**src/rtl/serial_alu_sequencer.sv**
```systemverilog
// serial_alu_sequencer: bit-serial ADD/SUB/CMP controller driving one 1-bit adder
// slice for WIDTH cycles, LSB first, with a start/done handshake.
//
// Optional feature macro: SERIAL_ALU_SUB_EN
//   defined     -> op=10 computes a-b (b inverted, carry-in 1)
//   not defined -> op=10 decodes as ADD
//
// Ports:
//   clk     in   1      rising-edge clock
//   reset   in   1      asynchronous, active-high reset
//   start   in   1      request, sampled only in IDLE
//   op      in   2      00=ADD, 01=CMP, 10=SUB (macro) / ADD, 11=ADD
//   a, b    in   WIDTH  operands, latched on accepted start
//   busy    out  1      high while the slice is sequencing (RUN)
//   done    out  1      one-cycle pulse, result/cout/eq valid
//   result  out  WIDTH  sum/difference, zero for CMP
//   cout    out  1      final carry, zero for CMP
//   eq      out  1      latched a == latched b
module serial_alu_sequencer #(
   parameter int unsigned WIDTH = 5,
   parameter int unsigned CNT_W = 3
) (
   input  logic             clk,
   input  logic             reset,
   input  logic             start,
   input  logic [1:0]       op,
   input  logic [WIDTH-1:0] a,
   input  logic [WIDTH-1:0] b,
   output logic             busy,
   output logic             done,
   output logic [WIDTH-1:0] result,
   output logic             cout,
   output logic             eq
);

   typedef enum logic [1:0] {
      IDLE = 2'd0,
      RUN  = 2'd1,
      DONE = 2'd2
   } state_t;

   localparam logic [CNT_W-1:0] LAST_BIT = CNT_W'(WIDTH - 1);

   state_t           state;
   state_t           state_nxt;
   logic             load_c;
   logic             shift_c;
   logic             last_c;

   logic [CNT_W-1:0] cnt;
   logic [WIDTH-1:0] a_sh;
   logic [WIDTH-1:0] b_sh;
   logic [WIDTH-1:0] acc;
   logic             carry;
   logic             eq_acc;
   logic             cmp_q;
`ifdef SERIAL_ALU_SUB_EN
   logic             sub_q;
`endif

   logic             a0;
   logic             b0;
   logic             bx;
   logic             sum_bit;
   logic             carry_nxt;

   // State register
   always_ff @(posedge clk or posedge reset) begin
      if (reset) state <= IDLE;
      else       state <= state_nxt;
   end

   // Next-state logic
   always_comb begin
      state_nxt = state;
      case (state)
         IDLE:    if (start) state_nxt = RUN;
         RUN:     if (cnt == LAST_BIT) state_nxt = DONE;
         DONE:    state_nxt = IDLE;
         default: state_nxt = IDLE;
      endcase
   end

   // Control strobes decoded from the current state
   always_comb begin
      load_c  = 1'b0;
      shift_c = 1'b0;
      last_c  = 1'b0;
      case (state)
         IDLE: load_c = start;
         RUN: begin
            shift_c = 1'b1;
            last_c  = (cnt == LAST_BIT);
         end
         default: ;
      endcase
   end

   // One-bit adder slice; b is inverted for SUB only
   always_comb begin
      a0 = a_sh[0];
      b0 = b_sh[0];
`ifdef SERIAL_ALU_SUB_EN
      bx = b0 ^ sub_q;
`else
      bx = b0;
`endif
      sum_bit   = a0 ^ bx ^ carry;
      carry_nxt = (a0 & bx) | (a0 & carry) | (bx & carry);
   end

   // Datapath and registered outputs; visible results change only on the last bit
   always_ff @(posedge clk or posedge reset) begin
      if (reset) begin
         busy   <= 1'b0;
         done   <= 1'b0;
         result <= '0;
         cout   <= 1'b0;
         eq     <= 1'b0;
         cnt    <= '0;
         a_sh   <= '0;
         b_sh   <= '0;
         acc    <= '0;
         carry  <= 1'b0;
         eq_acc <= 1'b0;
         cmp_q  <= 1'b0;
`ifdef SERIAL_ALU_SUB_EN
         sub_q  <= 1'b0;
`endif
      end else begin
         busy <= (state_nxt == RUN);
         done <= (state_nxt == DONE);
         if (load_c) begin
            a_sh   <= a;
            b_sh   <= b;
            acc    <= '0;
            cnt    <= '0;
            eq_acc <= 1'b1;
            cmp_q  <= (op == 2'b01);
`ifdef SERIAL_ALU_SUB_EN
            sub_q  <= (op == 2'b10);
            carry  <= (op == 2'b10);
`else
            carry  <= 1'b0;
`endif
         end else if (shift_c) begin
            a_sh   <= a_sh >> 1;
            b_sh   <= b_sh >> 1;
            acc    <= {sum_bit, acc[WIDTH-1:1]};
            carry  <= carry_nxt;
            eq_acc <= eq_acc & ~(a0 ^ b0);
            cnt    <= cnt + CNT_W'(1);
            if (last_c) begin
               result <= cmp_q ? '0 : {sum_bit, acc[WIDTH-1:1]};
               cout   <= ~cmp_q & carry_nxt;
               eq     <= eq_acc & ~(a0 ^ b0);
            end
         end
      end
   end

endmodule

```
**config.mk**
```make
export PLATFORM = sky130hd
export DESIGN_NAME = serial_alu_sequencer
export DESIGN_NICKNAME = d
export VERILOG_FILES = /design/src/rtl/serial_alu_sequencer.sv
export SDC_FILE = /design/constraint.sdc
export NUM_CORES = 1
export LEC_CHECK = 0
export CAP_MARGIN = 20
export CORE_ASPECT_RATIO = 0.5
export CORE_UTILIZATION = 51
export DETAILED_ROUTE_END_ITERATION = 8
export PLACE_DENSITY_LB_ADDON = 0.15
export SETUP_SLACK_MARGIN = 0.1
export SLEW_MARGIN = 20
export SYNTH_ARGS = -nofsm -noshare
export SYNTH_HDL_FRONTEND = slang
export SYNTH_SLANG_ARGS = --single-unit
```
**constraint.sdc**
```tcl
create_clock -name clk -period 1.9 [get_ports clk]
set_clock_uncertainty 0.2 [all_clocks]
set_input_delay 0.19 -clock clk [delete_from_list [all_inputs] [get_ports clk]]
set_output_delay 0.19 -clock clk [all_outputs]
set_load 0.01 [all_outputs]
```
* Yosys cells after proc, flatten, opt, wreduce, memory -nomap -nowiden *
Index checks and enable logic that the tools add are counted.

storage, ports and cells
  bits in registers = 32
  input port bits = 15
  output and inout bits = 9
  word-level logic and storage cells = 53

cells by class
  $add $sub $neg = 1
  equality and inequality tests = 5
  multiplexer cells = 19
  bitwise operators = 12
  reduce and logical (&&, ||, !) cells = 3

operators by type and width
  operator                                                                number
  5-bit 2-to-1 mux                                                        7
  1-bit 2-to-1 mux                                                        7
  2-bit by 1-bit equality test with 1-bit output (second input constant)  3
  3-bit 2-to-1 mux                                                        2
  1-bit bitwise AND                                                       5
  2-bit 2-to-1 mux                                                        2
  2-bit one-hot mux with 2 select lines                                   1
  3-bit by 1-bit adder with 3-bit output (second input constant)          1
  3-bit equality test (second input constant)                             1
  1-bit NOT                                                               3
  3-bit AND reduction                                                     1
  2-bit equality test (second input constant)                             1
  2-bit zero test                                                         1
  1-bit bitwise OR                                                        2
  2-bit nonzero test                                                      1
  1-bit bitwise XOR                                                       2

* Longest topological paths before layout *
Gate-level depths: netlist (run 1).

  depth after elaboration = 5
  mapped depth = 6

* Least setup slack after synthesis (run 1) *
OpenSTA, ideal clock, no wires.

  path kind = flip-flop to flip-flop
  start point = register a_sh[0]
  end point = register acc[4]
  setup time = 0.121 ns
  arrival = 1.073 ns
  setup slack = 0.506 ns
  stages on the path, launching flop included = 3
  path buffers = 0
  cell sequence = dfrtp_1 fa_1 a22o_1

on the way
  longest elaborated chain between the ends = 4

ends and longest elaborated chain
  what                            RTL line  RTL
  from (decl)                     51        logic [WIDTH-1:0] a_sh;
  from (signal assigned)          147       a_sh <= a_sh >> 1;
  1-bit bitwise XOR (2 in a row)  108       sum_bit = a0 ^ bx ^ carry;
  5-bit 2-to-1 mux                146       end else if (shift_c) begin
  5-bit 2-to-1 mux                133       if (load_c) begin
  to (signal assigned)            149       acc <= {sum_bit, acc[WIDTH-1:1]};
  to (decl)                       53        logic [WIDTH-1:0] acc;

Every way passes these cells. The select of a mux whose other input is x is not followed.
A chain may end at the register's enable or synchronous reset.

* Worst setup path after layout (run 1) *
  start point = register eq
  end point = output eq

RTL lines
  what                    RTL line  RTL
  from (decl)             33        output logic eq
  from (signal assigned)  156       eq <= eq_acc & ~(a0 ^ b0);

No word-level cell between the ends.

==> impl_metrics.ini, run 1 <==
[worst_setup_path]
worst_ep_required_time_ns = 1.51
reg2reg_from = state[0]$_DFF_PP0_
crit_type = register to primary output
path_delay_family = buffers and inverters
cp_max_fo = 2
timing.critical_path.arrival_ns = 1.17
cp_num_buf_inv = 1
worstPathCellList = clkdlybuf4s50_1
crit_path_top_delay_cell = clkdlybuf4s50_1
crit_path_start_kind = register
critPathMaxStageDelay_ns = 0.53
endpoint_kind = primary output
worst-r2r-setup-slack_ns = 0.39
r2r_cells = 3
worst_r2r_endpoint = cmp_q$_DFFE_PP0P_

[logic_synthesis]
post_synth_top_area_share = 0.548
ys.flop_type = dfrtp_1
mappedNetlistArea_um2 = 1420
yosys.area_share.simple = 0.129
postSynthNetCount = 145
synth-compound-area-share = 0.185
synth_xor_xnor_area_share = 0
seq_area_frac_synth = 0.548
ys_top_cells_by_area = dfrtp_1, buf_6, a22o_1, a21oi_1, o22ai_1
postSynthCellCount = 126
yosys_warnings = 0
synth-edff-count = 0
synth.distinct_cells = 27
synth_top_family_by_area = compound AO/OA/AOI/OAI gates
async_flop_share = 1.00
ys_ff_latch = 31
synth_mux_area_frac = 0.0186
synth_area_per_cell_um2 = 11.2
yosysTopAreaCell = dfrtp_1
yosys.area_share.adder = 0.0407

[drt]
detail_route.vias_per_cell = 5.13
detail_route.drc_violations = 0
vias_after_detailed_routing = 970
routed_wirelength_um = 2440
dr.pass1.iters = 4
routed_wire_length_per_instance_um = 12.9
detailedRoute.firstIterationViolations = 43
detail-route-antenna-nets = 0

[floorplan]
die_width_um = 76.5
core-area_um2 = 2620
floorplan.die.height_um = 39.2
num_rows = 13
design.portCount = 24
dieArea_um2 = 3000
floorplan.initialDensity = 0.540

[outcome]
run_status = finished, final reports clean

[sta]
timing.final.setup_violations = 0
slew_viol_final = 0
final.min_clock_period_ns = 1.56
timing.fmax_ghz = 0.642
setup-tns-final_ns = 0
final_hold_fails = 0
share_of_the_cycle_needed_by_the_critical_path_after_routing = 0.819
slew-limit-headroom = 0.740
tightestPinTransition_ns = 0.390
setup_repair_after_global_routing_missed_its_margin = false
post-route-worst-setup-slack_ns = 0.343

[pwr]
power_leakage_nw = 0.804
power.clock.fraction = 0.208
vdd.ir_drop.worst_v = 0.000706
power.share.switching = 0.341
p_int_mw = 1.82
power_frac_comb = 0.375
p_per_area_nw_per_um2 = 1600
pwr-share-seq = 0.417
power.switching_mw = 0.945

[grt]
grt_use_total = 0.199
grt_max_degree = 32
antenna_found_initial = 0
grt_pass1_wl_um = 4080
grt_pass1_vias = 879
grt_overflow = 0

[layout]
diodes = 0
area_growth_pct = 22.4
design_area_um2 = 1730
drive_above_1_share = 0.118
fin_nets = 170
fillers = 225

[clock_network]
cts_max_level = 2
longest_clk_path_bufs = 2
tritoncts.num_buffers = 5
cts_tree = yes
cts_root_buf = clkbuf_8
hold_bufs_at_cts = 0
clk_transition_reported_paths_ns = 0.06
clock_sink_count = 31
clkLatencyLatePin_ns = 0.29
postCtsResizedCells = 0
post_cts_buffers = 0

[placement]
dpl.hpwl_um = 1620
place_worst_setup_slack_ns = 0.199
port-buffer-count = 23
dpl_cell_area_um2 = 1630
gp_routability_congestion = 0.730

[hold_path]
hold_class = input port to asynchronous set/reset pin

[run]
max-cap-violations = 0
## registers in the layout, indices dropped and copies added, names as in the netlist
register and cells:
eq 1, done 1, state 2, busy 1, carry 1, acc 4, cnt 3, a_sh 5
eq_acc 1, cout 1, result 5, b_sh 5, cmp_q 1
## cell usage after synthesis (2+ instances only)
cell / count
a22o_1: 7
nand2_1: 12
a21oi_1: 10
buf_6: 6
inv_1: 7
a31oi_1: 2
o22ai_1: 8
nor2_1: 9
dfrtp_1: 31
o21ai_0: 9
ha_1: 3
nand2b_1: 7
## power by group through the flow
stage               logic, mW  registers, mW  clock network (mW)
floorplan               0.835           1.13                   0
global placement         1.02           1.16                   0
detailed placement       1.05           1.17                   0
CTS                      1.05           1.16               0.586
global route             1.18           1.20               0.617
finish                   1.04           1.15               0.576
## per-layer routing
| metal | part of all wire | track usage | vias up |
|---|---|---|---|
| met3 | 0.055 | 0.0918 | 6 |
| met5 | 0 | 0 | - |
| met2 | 0.41 | 0.291 | 21 |
| met4 | 0.027 | 0.115 | 0 |
| met1 | 0.51 | 0.246 | 460 |
| li1 | - | - | 483 |
## cells in the final DEF (no fill, tap or decap)
cell / n
a31oi_1: 2
nand2_1: 12
nand4b_4: 1
o21ai_1: 1
clkbuf_8: 7
o21ai_0: 9
fa_1: 1
o21bai_4: 1
o22ai_1: 8
inv_1: 7
nor2_1: 9
clkdlybuf4s50_1: 23
nor3b_1: 1
dfrtp_1: 31
clkbuf_1: 1
nor2_4: 1
nor2b_1: 1
nand2b_1: 7
inv_2: 1
mux2_2: 1
mux2_4: 1
and3_4: 1
o311ai_0: 1
a22o_1: 7
a21oi_1: 10
o21ba_2: 1
buf_4: 2
inv_4: 1
ha_1: 3
## worst max-delay path by stage
stage / from / to / slack (ns) / cells after the start
6_report: eq$_DFFE_PP0P_ / eq / 0.34 / 1
5_1_grt: state[0]$_DFF_PP0_ / b_sh[3]$_DFFE_PP0P_ / 0.27 / 4
4_1_cts: eq$_DFFE_PP0P_ / eq / 0.33 / 1
3_5_place_dp: start / cmp_q$_DFFE_PP0P_ / 0.20 / 3
3_3_place_gp: start / cmp_q$_DFFE_PP0P_ / 0.22 / 3
2_1_floorplan: a_sh[0]$_DFFE_PP0P_ / acc[4]$_DFFE_PP0P_ / 0.51 / 2
## kinds of logic after synthesis
| logic type | after synthesis |
|---|---|
| and+or+nand+nor | 33 |
| DFF | 31 |
| adders and majority gates | 4 |
| muxes | 2 |
| buffers and inverters | 16 |
| AOI/OAI and AO/OA | 40 |
## stage by stage
step	utilization	hold WS, ns	instances	power [mW]
5_1_grt	0.661	0.136	189	3.00
6_report	0.661	0.0846	189	2.77
4_1_cts	0.661	0.0975	189	2.80
2_1_floorplan	-	0.0935	126	1.97
3_5_place_dp	0.623	0.269	181	2.22
3_3_place_gp	0.623	0.262	181	2.17
## cell type report
cell class	count	area [um^2]	share of cell area
Timing Repair Buffer	25	245	0.142
Sequential cell	31	776	0.448
Inverter	9	36.3	0.0210
Tap cell	37	46.3	0.0267
Multi-Input combinational cell	79	528	0.305
Clock buffer	8	100	0.0578
(Power assumes the default switching activity.)
==> run 2: changes to the inputs <==
--- a/config.mk
+++ b/config.mk
@@ -7,7 +7,7 @@
 export LEC_CHECK = 0
 export CAP_MARGIN = 20
 export CORE_ASPECT_RATIO = 0.5
-export CORE_UTILIZATION = 51
+export CORE_UTILIZATION = 46
 export DETAILED_ROUTE_END_ITERATION = 8
 export PLACE_DENSITY_LB_ADDON = 0.15
 export SETUP_SLACK_MARGIN = 0.1
==> constraint.sdc (replaced) <==
create_clock -name clk -period 1.25 [get_ports clk]
set_clock_uncertainty 0.2 [all_clocks]
set_input_delay 0.125 -clock clk [delete_from_list [all_inputs] [get_ports clk]]
set_output_delay 0.125 -clock clk [all_outputs]
set_load 0.01 [all_outputs]
==> impl_metrics.ini, run 2 (synthesis results as in run 1) <==
[worst_setup_path]
critPathMaxStageDelay_ns = 0.52
worstPathCellList = fa_1, a22o_1
reg2reg_from = a_sh[0]$_DFFE_PP0P_
crit_path_top_delay_cell = fa_1
worst_ep_required_time_ns = 1.23
crit_type = register to register
critical_path_depth = 2
cp_num_buf_inv = 0
crit_path_start_kind = register
path_delay_family = adder cells
cp_max_fo = 2
worst_r2r_endpoint = acc[4]$_DFFE_PP0P_
endpoint_kind = register
timing.critical_path.arrival_ns = 1.43
setup_crit_end = acc[4]$_DFFE_PP0P_
worst-r2r-setup-slack_ns = -0.20
timing.critical_path.from = a_sh[0]$_DFFE_PP0P_
r2r_cells = 2

[placement]
port-buffer-count = 23
dpl.hpwl_um = 1810
gp_routability_congestion = 0.758
place_worst_setup_slack_ns = -0.271

[drt]
routed_wirelength_um = 3270
detail_route.vias_per_cell = 5.26
detail_route.drc_violations = 0
dr.pass1.iters = 4
detail-route-antenna-nets = 0
detailedRoute.firstIterationViolations = 77
vias_after_detailed_routing = 1120
routed_wire_length_per_instance_um = 15.4

[sta]
setup_repair_after_global_routing_missed_its_margin = true
slew-limit-headroom = 0.853
final.min_clock_period_ns = 1.45
timing.final.setup_violations = 27
post-route-worst-setup-slack_ns = -0.198
slew_viol_final = 0
share_of_the_cycle_needed_by_the_critical_path_after_routing = 1.16
hold_ws_ns = 0.240
setup-tns-final_ns = -2.52
timing.fmax_ghz = 0.690
tightestPinTransition_ns = 0.221
final_hold_fails = 0

[floorplan]
floorplan.initialDensity = 0.515
dieArea_um2 = 3320
num_rows = 13
die_width_um = 80.4
core-area_um2 = 2750
floorplan.die.height_um = 41.2
design.portCount = 24

[clock_network]
clkLatencyLatePin_ns = 0.29
clk_transition_reported_paths_ns = 0.07
cts_max_level = 2
cts_tree = yes
cts_root_buf = clkbuf_8
longest_clk_path_bufs = 2
clock_sink_count = 31
tritoncts.num_buffers = 5

[pwr]
power_leakage_nw = 0.966
p_per_area_nw_per_um2 = 2540
vdd.ir_drop.worst_v = 0.00120
total_power_mw = 5.33

[layout]
layout.core_utilization = 0.764
final_cell_mix = dfrtp_1, clkdlybuf4s50_1, buf_4
fillers = 194
fin_nets = 194
commonest_non_fill_non_tap_cell_in_the_layout = dfrtp_1
drive_above_1_share = 0.432
area_growth_pct = 48.5
diodes = 0
layout_top_registers = a_sh x5, b_sh x5, result x5

[grt]
grt_overflow = 0
grt_pass1_wl_um = 4860
grt_use_total = 0.220
grt_pass1_vias = 1016
antenna_found_initial = 0
grt_max_degree = 32

[outcome]
failing_checks = setup timing
run_status = complete, but fails checks

[hold_path]
hold_class = input port to register

[run]
max-cap-violations = 0
-- run 2: cell types whose count changed in the layout (fill, tap and decap cells not counted), moves of 3 or more --
cell             previous run  this run
buf_2                       0         9
buf_6                       0         9
inv_1                       7         1
nor2_2                      0         5
o21ai_0                     9         0
a21oi_1                    10         7
dfrtp_2                     0         3
nor2_1                      9         4
o21ai_1                     1         9
dfrtp_1                    31        28
buf_4                       2        12
clkdlybuf4s50_1            23        14
a21oi_2                     0         3
inv_2                       1         7
-- run 2: metrics by stage --
stage,std cells,instance area [um^2]
floorplan,126,1450
CTS,210,2000
detailed placement,194,1770
finish,213,2100
global placement,194,1770
global route,213,2100
-- run 2: final cells by class --
cell class	count	area (um^2)	share of cell area
clock buffers	6	82.6	0.0393
clock inverters	2	35.0	0.0167
inverters	9	38.8	0.0185
multi-input cells	81	687	0.327
flip-flops and latches	31	779	0.371
well taps	37	46.3	0.0220
repair buffers	47	432	0.205
-- run 2: worst reg2reg max path: stages (launching register included) --
cell	delay [ns]
dfrtp_1	0.41
fa_1	0.52
a22o_1	0.22
-- run 2: power breakdown --
group	switching, mW	internal [mW]	leakage [nW]
Sequential	0.348	1.44	0.384
Combinational	1.15	1.34	0.521
Clock	0.405	0.645	0.0612
Total	1.91	3.43	0.966
-- run 2: routing by layer --
metal,track usage,share of wire,wire (um)
met5,0,0,0
met4,0.0938,0.016,53
met3,0.0733,0.052,169
met2,0.381,0.46,1500
met1,0.263,0.47,1550
-- run 2: worst min path at each step --
stage / endpoint / slack (ns) / cells after the start / from
after detailed placement: result[0]$_DFFE_PP0P_ / 0.27 / 2 / result[0]$_DFFE_PP0P_
after CTS: a_sh[4]$_DFFE_PP0P_ / 0.24 / 3 / a[4]
after global routing: b_sh[4]$_DFFE_PP0P_ / 0.25 / 2 / b[4]
after floorplan: a_sh[0]$_DFFE_PP0P_ / 0.03 / 1 / reset
final: b_sh[4]$_DFFE_PP0P_ / 0.24 / 2 / b[4]
after global placement: result[0]$_DFFE_PP0P_ / 0.27 / 2 / result[0]$_DFFE_PP0P_
-- run 2: timing repair --
item	4_1_cts	5_1_grt
endpoints found under the hold margin	31	0
buffers inserted	5	2
gates cloned	2	1
resized for setup	53	20
setup endpoints to repair	40	48
hold buffers	1	0
pin swaps	13	9
==> run 3: changes to the inputs <==
--- a/config.mk
+++ b/config.mk
@@ -6,9 +6,9 @@
 export NUM_CORES = 1
 export LEC_CHECK = 0
 export CAP_MARGIN = 20
-export CORE_ASPECT_RATIO = 0.5
-export CORE_UTILIZATION = 46
+export CORE_UTILIZATION = 55
 export DETAILED_ROUTE_END_ITERATION = 8
+export DONT_BUFFER_PORTS = 1
 export PLACE_DENSITY_LB_ADDON = 0.15
 export SETUP_SLACK_MARGIN = 0.1
 export SLEW_MARGIN = 20
==> impl_metrics.ini, run 3 (synthesis results as in run 1) <==
[outcome]
run_status = complete, but fails checks
failing_checks = setup timing

[placement]
gp_routability_congestion = 0.691
dpl_cell_area_um2 = 1520
dpl.hpwl_um = 1750
port-buffer-count = 0

[clock_network]
cts_root_buf = clkbuf_4
clock_sink_count = 31
clk_transition_reported_paths_ns = 0.10
longest_clk_path_bufs = 2
cts_tree = yes
tritoncts.num_buffers = 5
cts_max_level = 2
clkLatencyLatePin_ns = 0.34

[sta]
hold_ws_ns = 0.111
final_hold_fails = 0
post-route-worst-setup-slack_ns = -0.216
timing.fmax_ghz = 0.682
setup-tns-final_ns = -4.20
tightestPinTransition_ns = 0.445
share_of_the_cycle_needed_by_the_critical_path_after_routing = 1.17
final.min_clock_period_ns = 1.47
setup_repair_after_global_routing_missed_its_margin = true
slew-limit-headroom = 0.704
slew_viol_final = 0
timing.final.setup_violations = 30

[drt]
detail_route.drc_violations = 0
dr.pass1.iters = 4
detail-route-antenna-nets = 0
routed_wirelength_um = 4140
detail_route.vias_per_cell = 6.02
vias_after_detailed_routing = 1203
wl_met1_um = 1710
routed_wire_length_per_instance_um = 20.7
met2RoutedLength_um = 2140
detailedRoute.firstIterationViolations = 11
highest_layer = met4
dr_wl_met3_um = 191

[floorplan]
die_width_um = 52.7
num_rows = 18
design.portCount = 24
dieArea_um2 = 2780
floorplan.die.height_um = 52.7
core-area_um2 = 2450
floorplan.initialDensity = 0.576

[worst_setup_path]
crit_path_start_kind = register
cp_max_fo = 2
worst_ep_required_time_ns = 1.31
timing.critical_path.arrival_ns = 1.52
crit_type = register to register
endpoint_kind = register

[layout]
layout_top_registers = a_sh x5, b_sh x5, result x5
diodes = 0
design_area_um2 = 2120
drive_above_1_share = 0.494
fillers = 106
fin_nets = 188
final_cell_mix = dfrtp_1, buf_4, dlygate4sd3_1
area_growth_pct = 50.0
commonest_non_fill_non_tap_cell_in_the_layout = dfrtp_1

[grt]
grt_pass1_vias = 1080
grt_use_total = 0.253
grt_overflow = 0
antenna_found_initial = 0
grt_max_degree = 32
grt_pass1_wl_um = 4840

[hold_path]
hold_class = input port to asynchronous set/reset pin

[pwr]
p_per_area_nw_per_um2 = 2600
power_leakage_nw = 0.946
total_power_mw = 5.52
vdd.ir_drop.worst_v = 0.00217

[run]
max-cap-violations = 0
-- run 3: cell types whose count changed in the layout (fill, tap and decap cells not counted), moves of 3 or more --
cell	previous run	this run
buf_2	9	0
a21oi_1	7	3
clkdlybuf4s50_1	14	0
o22ai_1	8	0
o22ai_2	0	6
a21oi_2	3	7
clkbuf_8	6	2
dlygate4sd3_1	1	13
nor2_4	1	6
buf_4	12	17
clkbuf_4	0	5
nor2_1	4	1
-- run 3: path summary, 6_finish.rpt --
path                            cells after the start          startpoint             endpoint  slack, ns
worst min register to register                      1  acc[1]$_DFFE_PP0P_   acc[1]$_DFFE_PP0P_       0.35
worst max-delay path                                5  cnt[1]$_DFFE_PP0P_   cnt[2]$_DFFE_PP0P_      -0.22
min in group clk                                    2                b[4]  b_sh[4]$_DFFE_PP0P_       0.27
max in group asynchronous                           3               reset   state[1]$_DFF_PP0_       0.43
worst max register to register                      5  cnt[1]$_DFFE_PP0P_   cnt[2]$_DFFE_PP0P_      -0.22
worst min-delay path                                3               reset  a_sh[0]$_DFFE_PP0P_       0.11
-- run 3: worst max-delay path, stage by stage (launching register included) --
cell and delay, ns:
dfrtp_1 0.38, buf_6 0.12, ha_4 0.12, nor3b_1 0.30, a21oi_1 0.10, o21ai_1 0.17
-- run 3: cell type report --
cell class	instances	area, um^2	area share
Clock buffer	8	68.8	0.0324
Multi-Input combinational cell	80	796	0.375
Inverter	9	38.8	0.0183
Sequential cell	31	778	0.367
Timing Repair Buffer	42	403	0.190
Tap cell	30	37.5	0.0177
-- run 3: metrics by stage --
stage,setup WS [ns],utilization,cells
detailed placement,-0.176,0.619,164
global placement,-0.132,0.619,164
CTS,-0.171,0.758,195
finish,-0.216,0.864,200
global route,-0.260,0.864,200
floorplan,-0.109,-,126
-- run 3: what timing repair did --
action / 4_1_cts / 5_1_grt
gates resized for setup: 15 / 42
setup endpoints to repair: 31 / 31
endpoints found under the hold margin: 53 / 0
hold buffers: 14 / 0
setup buffers: 8 / 5
cloned: 1 / 0
pin swaps: 8 / 12
-- run 3: power by group --
group / internal (mW) / switching (mW) / leakage [nW] / total (mW)
logic: 1.54 / 1.38 / 0.522 / 2.92
registers: 1.43 / 0.480 / 0.385 / 1.91
clock network: 0.331 / 0.360 / 0.0386 / 0.691
total: 3.30 / 2.22 / 0.946 / 5.52
-- run 3: per-layer routing --
metal,track usage,up-vias
met5,0,-
met4,0.105,0
met3,0.101,12
met2,0.418,41
met1,0.288,626
li1,-,524
==> RTL change 1, RTL diff (flow settings as in run 2) <==
Add an input register stage for `start`, `a` and `b`, without a reset; this delays them by one clock. The other inputs are not delayed to match. Comments in the files are not updated.
--- a/src/rtl/serial_alu_sequencer.sv
+++ b/src/rtl/serial_alu_sequencer.sv
@@ -43,2 +43,12 @@
 
+   logic start_q;
+   logic [WIDTH-1:0] a_q;
+   logic [WIDTH-1:0] b_q;
+
+   always_ff @(posedge clk) begin
+      start_q <= start;
+      a_q     <= a;
+      b_q     <= b;
+   end
+
    state_t           state;
@@ -76,3 +86,3 @@
       case (state)
-         IDLE:    if (start) state_nxt = RUN;
+         IDLE:    if (start_q) state_nxt = RUN;
          RUN:     if (cnt == LAST_BIT) state_nxt = DONE;
@@ -89,3 +99,3 @@
       case (state)
-         IDLE: load_c = start;
+         IDLE: load_c = start_q;
          RUN: begin
@@ -133,4 +143,4 @@
          if (load_c) begin
-            a_sh   <= a;
-            b_sh   <= b;
+            a_sh   <= a_q;
+            b_sh   <= b_q;
             acc    <= '0;
Formal check against the unedited RTL: not equivalent (Yosys sat finds a counterexample within 4 cycles, from zero or initial values and one cycle with reset high).
==> RTL change 1 against run 2 <==
The run ends with design-rule violations, negative setup slack left. Clock power fell by 11%. Sequential cell count rose by 11. Final cell count rose by 11%. Power rose by 15%. Area after synthesis rose by 12%. Count of clock-buffer cells in the layout did not move. Non-clock buffer count rose by 15. Utilization rose by 1.4 points. Routed wire length rose by 4.3%. Design area rose by 16%. Critical path depth rose by 1. Largest cell class unchanged. Worst setup slack improved by 35 ps. Sequential share of layout area rose by 3.9 points.
==> RTL change 1: results (changes against run 2) <==
| Metric | Value |
|---|---|
| Status | finished, violations left |
| Failing checks | design-rule violations, negative setup slack |
| Post-synth top cells | dfrtp_1 (31), dfxtp_1 (11), a21oi_1 (10) |
| Synth async-reset ratio | 0.738 (-0.262) |
| Critical path startpoint | carry |
| Area of the multi-input gates | 717 sq um (+4.4%) |
| Worst-margin pin slew | 254 ps (+33.2 ps) |
| FF+latch area | 1000 sq um (+28%) |
| Mapped Area | 1580 sq um (+12%) |
| Sequential Power Share | 0.362 (+0.027) |
| Initial DRT Pass Iterations | 8 (+4) |
| Combinational share of power | 0.486 (+0.018) |
| Multiplexer area fraction after synthesis | 0.0166 (-0.00195) |
| Hpwl dp | 1870 um (+3.5%) |
| Internal Power | 0.00396 W (+15%) |
| Fill cells | 187 (-3.6%) |
| #MultiIn Comb | 75 (-7.4%) |
| # DRC | 3 (+3) |
| Non-CTS buffers | 62 (+32%) |
| Gr usage total | 0.200 (-0.0206) |
| PnR worst setup slack | -163 ps (+35.1 ps) |
| Dpl cell area | 2010 sq um (+14%) |
| Final setup violation count | 31 (+15%) |
| Post-CTS Setup Bufs | 12 (+7) |
| GP Congestion | 0.760 (+0.22%) |
| Part of the Yosys area used for sequential elements | 0.630 (+0.0816) |
| Hold path start | a[3] |
| Synth area leaders | dfrtp_1 (49%), dfxtp_1 (14%), a22o_1 (4.4%) |
| Worst VDD drop | 1.55 mV (+30%) |
| NonClk Buf Share | 0.223 (+0.0172) |
| Clock-cell share | 0.0390 (-0.0170) |
| CTS-repair resized insts | 56 (+5.7%) |
==> RTL change 1: cell types whose count changed in the layout (fill, tap and decap cells not counted), sizes merged, moves of 2 or more <==
| cell | run 2 | this run |
|---|---|---|
| buf | 31 | 47 |
| dfxtp | 0 | 11 |
| nand2 | 12 | 8 |
| o21bai | 2 | 0 |
==> RTL change 1: stage by stage <==
step	hold WS, ps	setup slack (ps)	util	setup TNS [ps]
global route	51.1	-239	0.778	-3720
CTS	54.3	-160	0.720	-1520
floorplan	-47.3	-121	-	-1110
finish	56.8	-163	0.778	-2310
global placement	237	-138	0.642	-2490
detailed placement	246	-150	0.642	-2980
==> RTL change 1: worst reg2reg max path: stages (launching register included) <==
cell      delay [ps]
dfrtp_1          400
fa_2             580
nand2b_1          50
o21ai_1          110
==> RTL change 1: per-layer routing <==
layer | share of wire | global-route usage | up-vias | wire length [um]
met3 | 0.049 | 0.0629 | 7 | 168
met1 | 0.46 | 0.246 | 573 | 1560
li1 | - | - | 580 | -
met4 | 0.016 | 0.0814 | 0 | 53
met5 | 0 | 0 | - | 0
met2 | 0.48 | 0.338 | 27 | 1630
==> RTL change 1: final timing paths <==
kind,cells past startpoint,to
setup reg to reg,3,result[4]
min in group asynchronous,4,acc[4]
hold / removal,1,a_q[3]
setup / recovery,3,result[4]
hold reg to reg,1,b_sh[4]
max in group asynchronous,4,state[1]
==> RTL change 1: logic make-up (layout without fill, tap and decap cells) <==
family,after synthesis,in the layout
AND/OR/NAND/NOR,28,29
AO/OA/AOI/OAI,40,40
adder cells (fa/ha/maj),4,4
buffers and inverters,15,79
flip-flops,42,42
multiplexers,2,2
==> RTL change 2, RTL diff (config.mk and constraints of run 2) <==
Without the edit above. The parameter `CNT_W` goes from 3 to 6.
--- a/src/rtl/serial_alu_sequencer.sv
+++ b/src/rtl/serial_alu_sequencer.sv
@@ -20,3 +20,3 @@
    parameter int unsigned WIDTH = 5,
-   parameter int unsigned CNT_W = 3
+   parameter int unsigned CNT_W = 6
 ) (
Check against the original RTL: same outputs for any inputs over 10 cycles, from zero or initial values and one cycle with reset high; that may be too few to reach the edited logic, so the function may still have changed.
==> RTL change 2 against run 2 <==
The run still ends with negative setup slack left. Area after synthesis increased by 7.0%. Design area increased by 23%. Critical path depth increased by 4. Synthesized cell count increased by 13%. Global-route usage increased by 7.0 points. Combinational power increased by 37%. Power increased by 15%. Sequential cell count increased by 3. Routed wire length increased by 59%. Die area increased by 6.7%. Worst setup slack got worse by 270 ps. Largest cell class is now multi-input gates.
==> RTL change 2: results (changes against run 2) <==
| Metric | Value |
|---|---|
| Status | finished, violations left |
| Failing checks | negative setup slack |
| Largest net degree at the start of global routing | 35 (+9.4%) |
| Fin nets | 231 (+19%) |
| CP max FO | 7 (+5) |
| Post-synth top cells | nand2_1 (39), dfrtp_1 (34), nand3_1 (11) |
| Final setup violation count | 34 (+26%) |
| Layout cells sized above 1 | 0.540 (+0.108) |
| Synthesized net count | 162 (+12%) |
| Hpwl dp | 2310 um (+28%) |
| Synth warn | 0 (unchanged) |
| Share of the synthesized area in the top cell type | 0.562 (+0.0138) |
| GR Util met1 | 0.358 (+0.0944) |
| Fill cells | 140 (-28%) |
| PnR worst setup slack | -467 ps (-269 ps) |
| Iter 0 DRT Violations | 109 (+42%) |
| M3 GR Usage | 0.0768 (+0.00344) |
| Leakage | 1.22 nW (+26%) |
| Peak per-stage delay on the critical path | 400 ps (-120 ps) |
| GP Congestion | 0.781 (+3.0%) |
| Pre-CTS WS | -499 ps (-228 ps) |
| Worst EP arrival | 1700 ps (+270 ps) |
| Worst VDD drop | 1.36 mV (+13%) |
| Setup_tns | -10530 ps (-8010 ps) |
| Critical path startpoint | cnt[0] |
| Slowest CP cell | dfrtp_1 |
| Final Routed Wirelength | 5190 um (+59%) |
| DR vias | 1453 (+30%) |
| CTS H-tree depth | 2 (unchanged) |
| First-pass GRT wire length | 7480 um (+54%) |
| Worst-margin pin slew | 326 ps (+105 ps) |
| Gr usage total | 0.290 (+0.0699) |
| Part of the Yosys area used for sequential elements | 0.562 (+0.0138) |
| Synth area leaders | dfrtp_1 (56%), nand2_1 (9.7%), a22oi_1 (4.0%) |
| Grt met2 use | 0.500 (+0.119) |
==> RTL change 2: cell count changes after synthesis, moves of 4 or more <==
cell and delta:
a22o_1 -7, nor2_1 -9, inv_1 -4, nor2b_1 +7, a22oi_1 +8, buf_6 -6
o21ai_0 -5, a21oi_1 -10, nand3_1 +11, o22ai_1 -8, buf_2 +4, nand2b_1 -6
nand2_1 +27
==> RTL change 2: final timing paths <==
kind / slack, ps / endpoint / cells after the start
min: 190 / b_sh[4] / 3
min in group asynchronous: 580 / cmp_q / 4
max in group asynchronous: 110 / state[1] / 4
max reg2reg: -470 / result[4] / 6
max: -470 / result[4] / 6
min reg2reg: 310 / b_sh[2] / 2
==> RTL change 2: through the flow <==
step / cell area (sq um) / cells
after floorplan: 1640 / 143
after global placement: 2050 / 222
after detailed placement: 2050 / 222
after CTS: 2430 / 243
after global routing: 2580 / 253
final: 2580 / 253
==> RTL change 2: cell families (layout without fill, tap and decap cells) <==
logic type               Yosys count  in the layout  share of synthesized area
AND/OR/NAND/NOR                   69             70                      0.230
flip-flops                        34             34                      0.562
AO/OA/AOI/OAI                     17             18                     0.0777
buffers and inverters             10             78                     0.0281
multiplexers                       8              8                     0.0587
adder cells (fa/ha/maj)            4              4                     0.0380
XOR/XNOR                           1              1                    0.00579
==> RTL change 2: area by class of cell <==
type | count | area share
flip-flops and latches | 34 | 0.330
repair buffers | 67 | 0.256
clock inverters | 1 | 0.00194
inverters | 3 | 0.00436
clock buffers | 7 | 0.0334
multi-input cells | 101 | 0.355
well taps | 40 | 0.0194
==> RTL change 2: critical path, delay by kind of cell, from the launching register on <==
kind / cells / cell delay (ps)
multiplexers: 1 / 310
buffers and inverters: 2 / 240
AND/OR/NAND/NOR: 2 / 300
flip-flops: 1 / 400
adder cells (fa/ha/maj): 1 / 150
==> RTL change 2: routing by layer <==
layer | share of wire | vias to the layer above | routed length [um]
met2 | 0.48 | 84 | 2500
met5 | 0 | - | 0
met3 | 0.078 | 23 | 407
met4 | 0.036 | 0 | 186
met1 | 0.40 | 717 | 2100
li1 | - | 629 | -
==> RTL change 2: report_power, final <==
| group | leakage (nW) | switching [W] | internal, W | total, W |
|---|---|---|---|---|
| Clock | 0.0482 | 0.000426 | 0.000445 | 0.000871 |
| Combinational | 0.726 | 0.00163 | 0.00179 | 0.00342 |
| Sequential | 0.441 | 0.000351 | 0.00149 | 0.00185 |
==> RTL change 2: timing repair <==
action	4_1_cts	5_1_grt
hold buffers	1	0
gates resized for setup	86	14
setup endpoints to repair	43	74
endpoints found under the hold margin	34	0
pin swaps	26	17
gates cloned	3	2
setup buffers	9	10
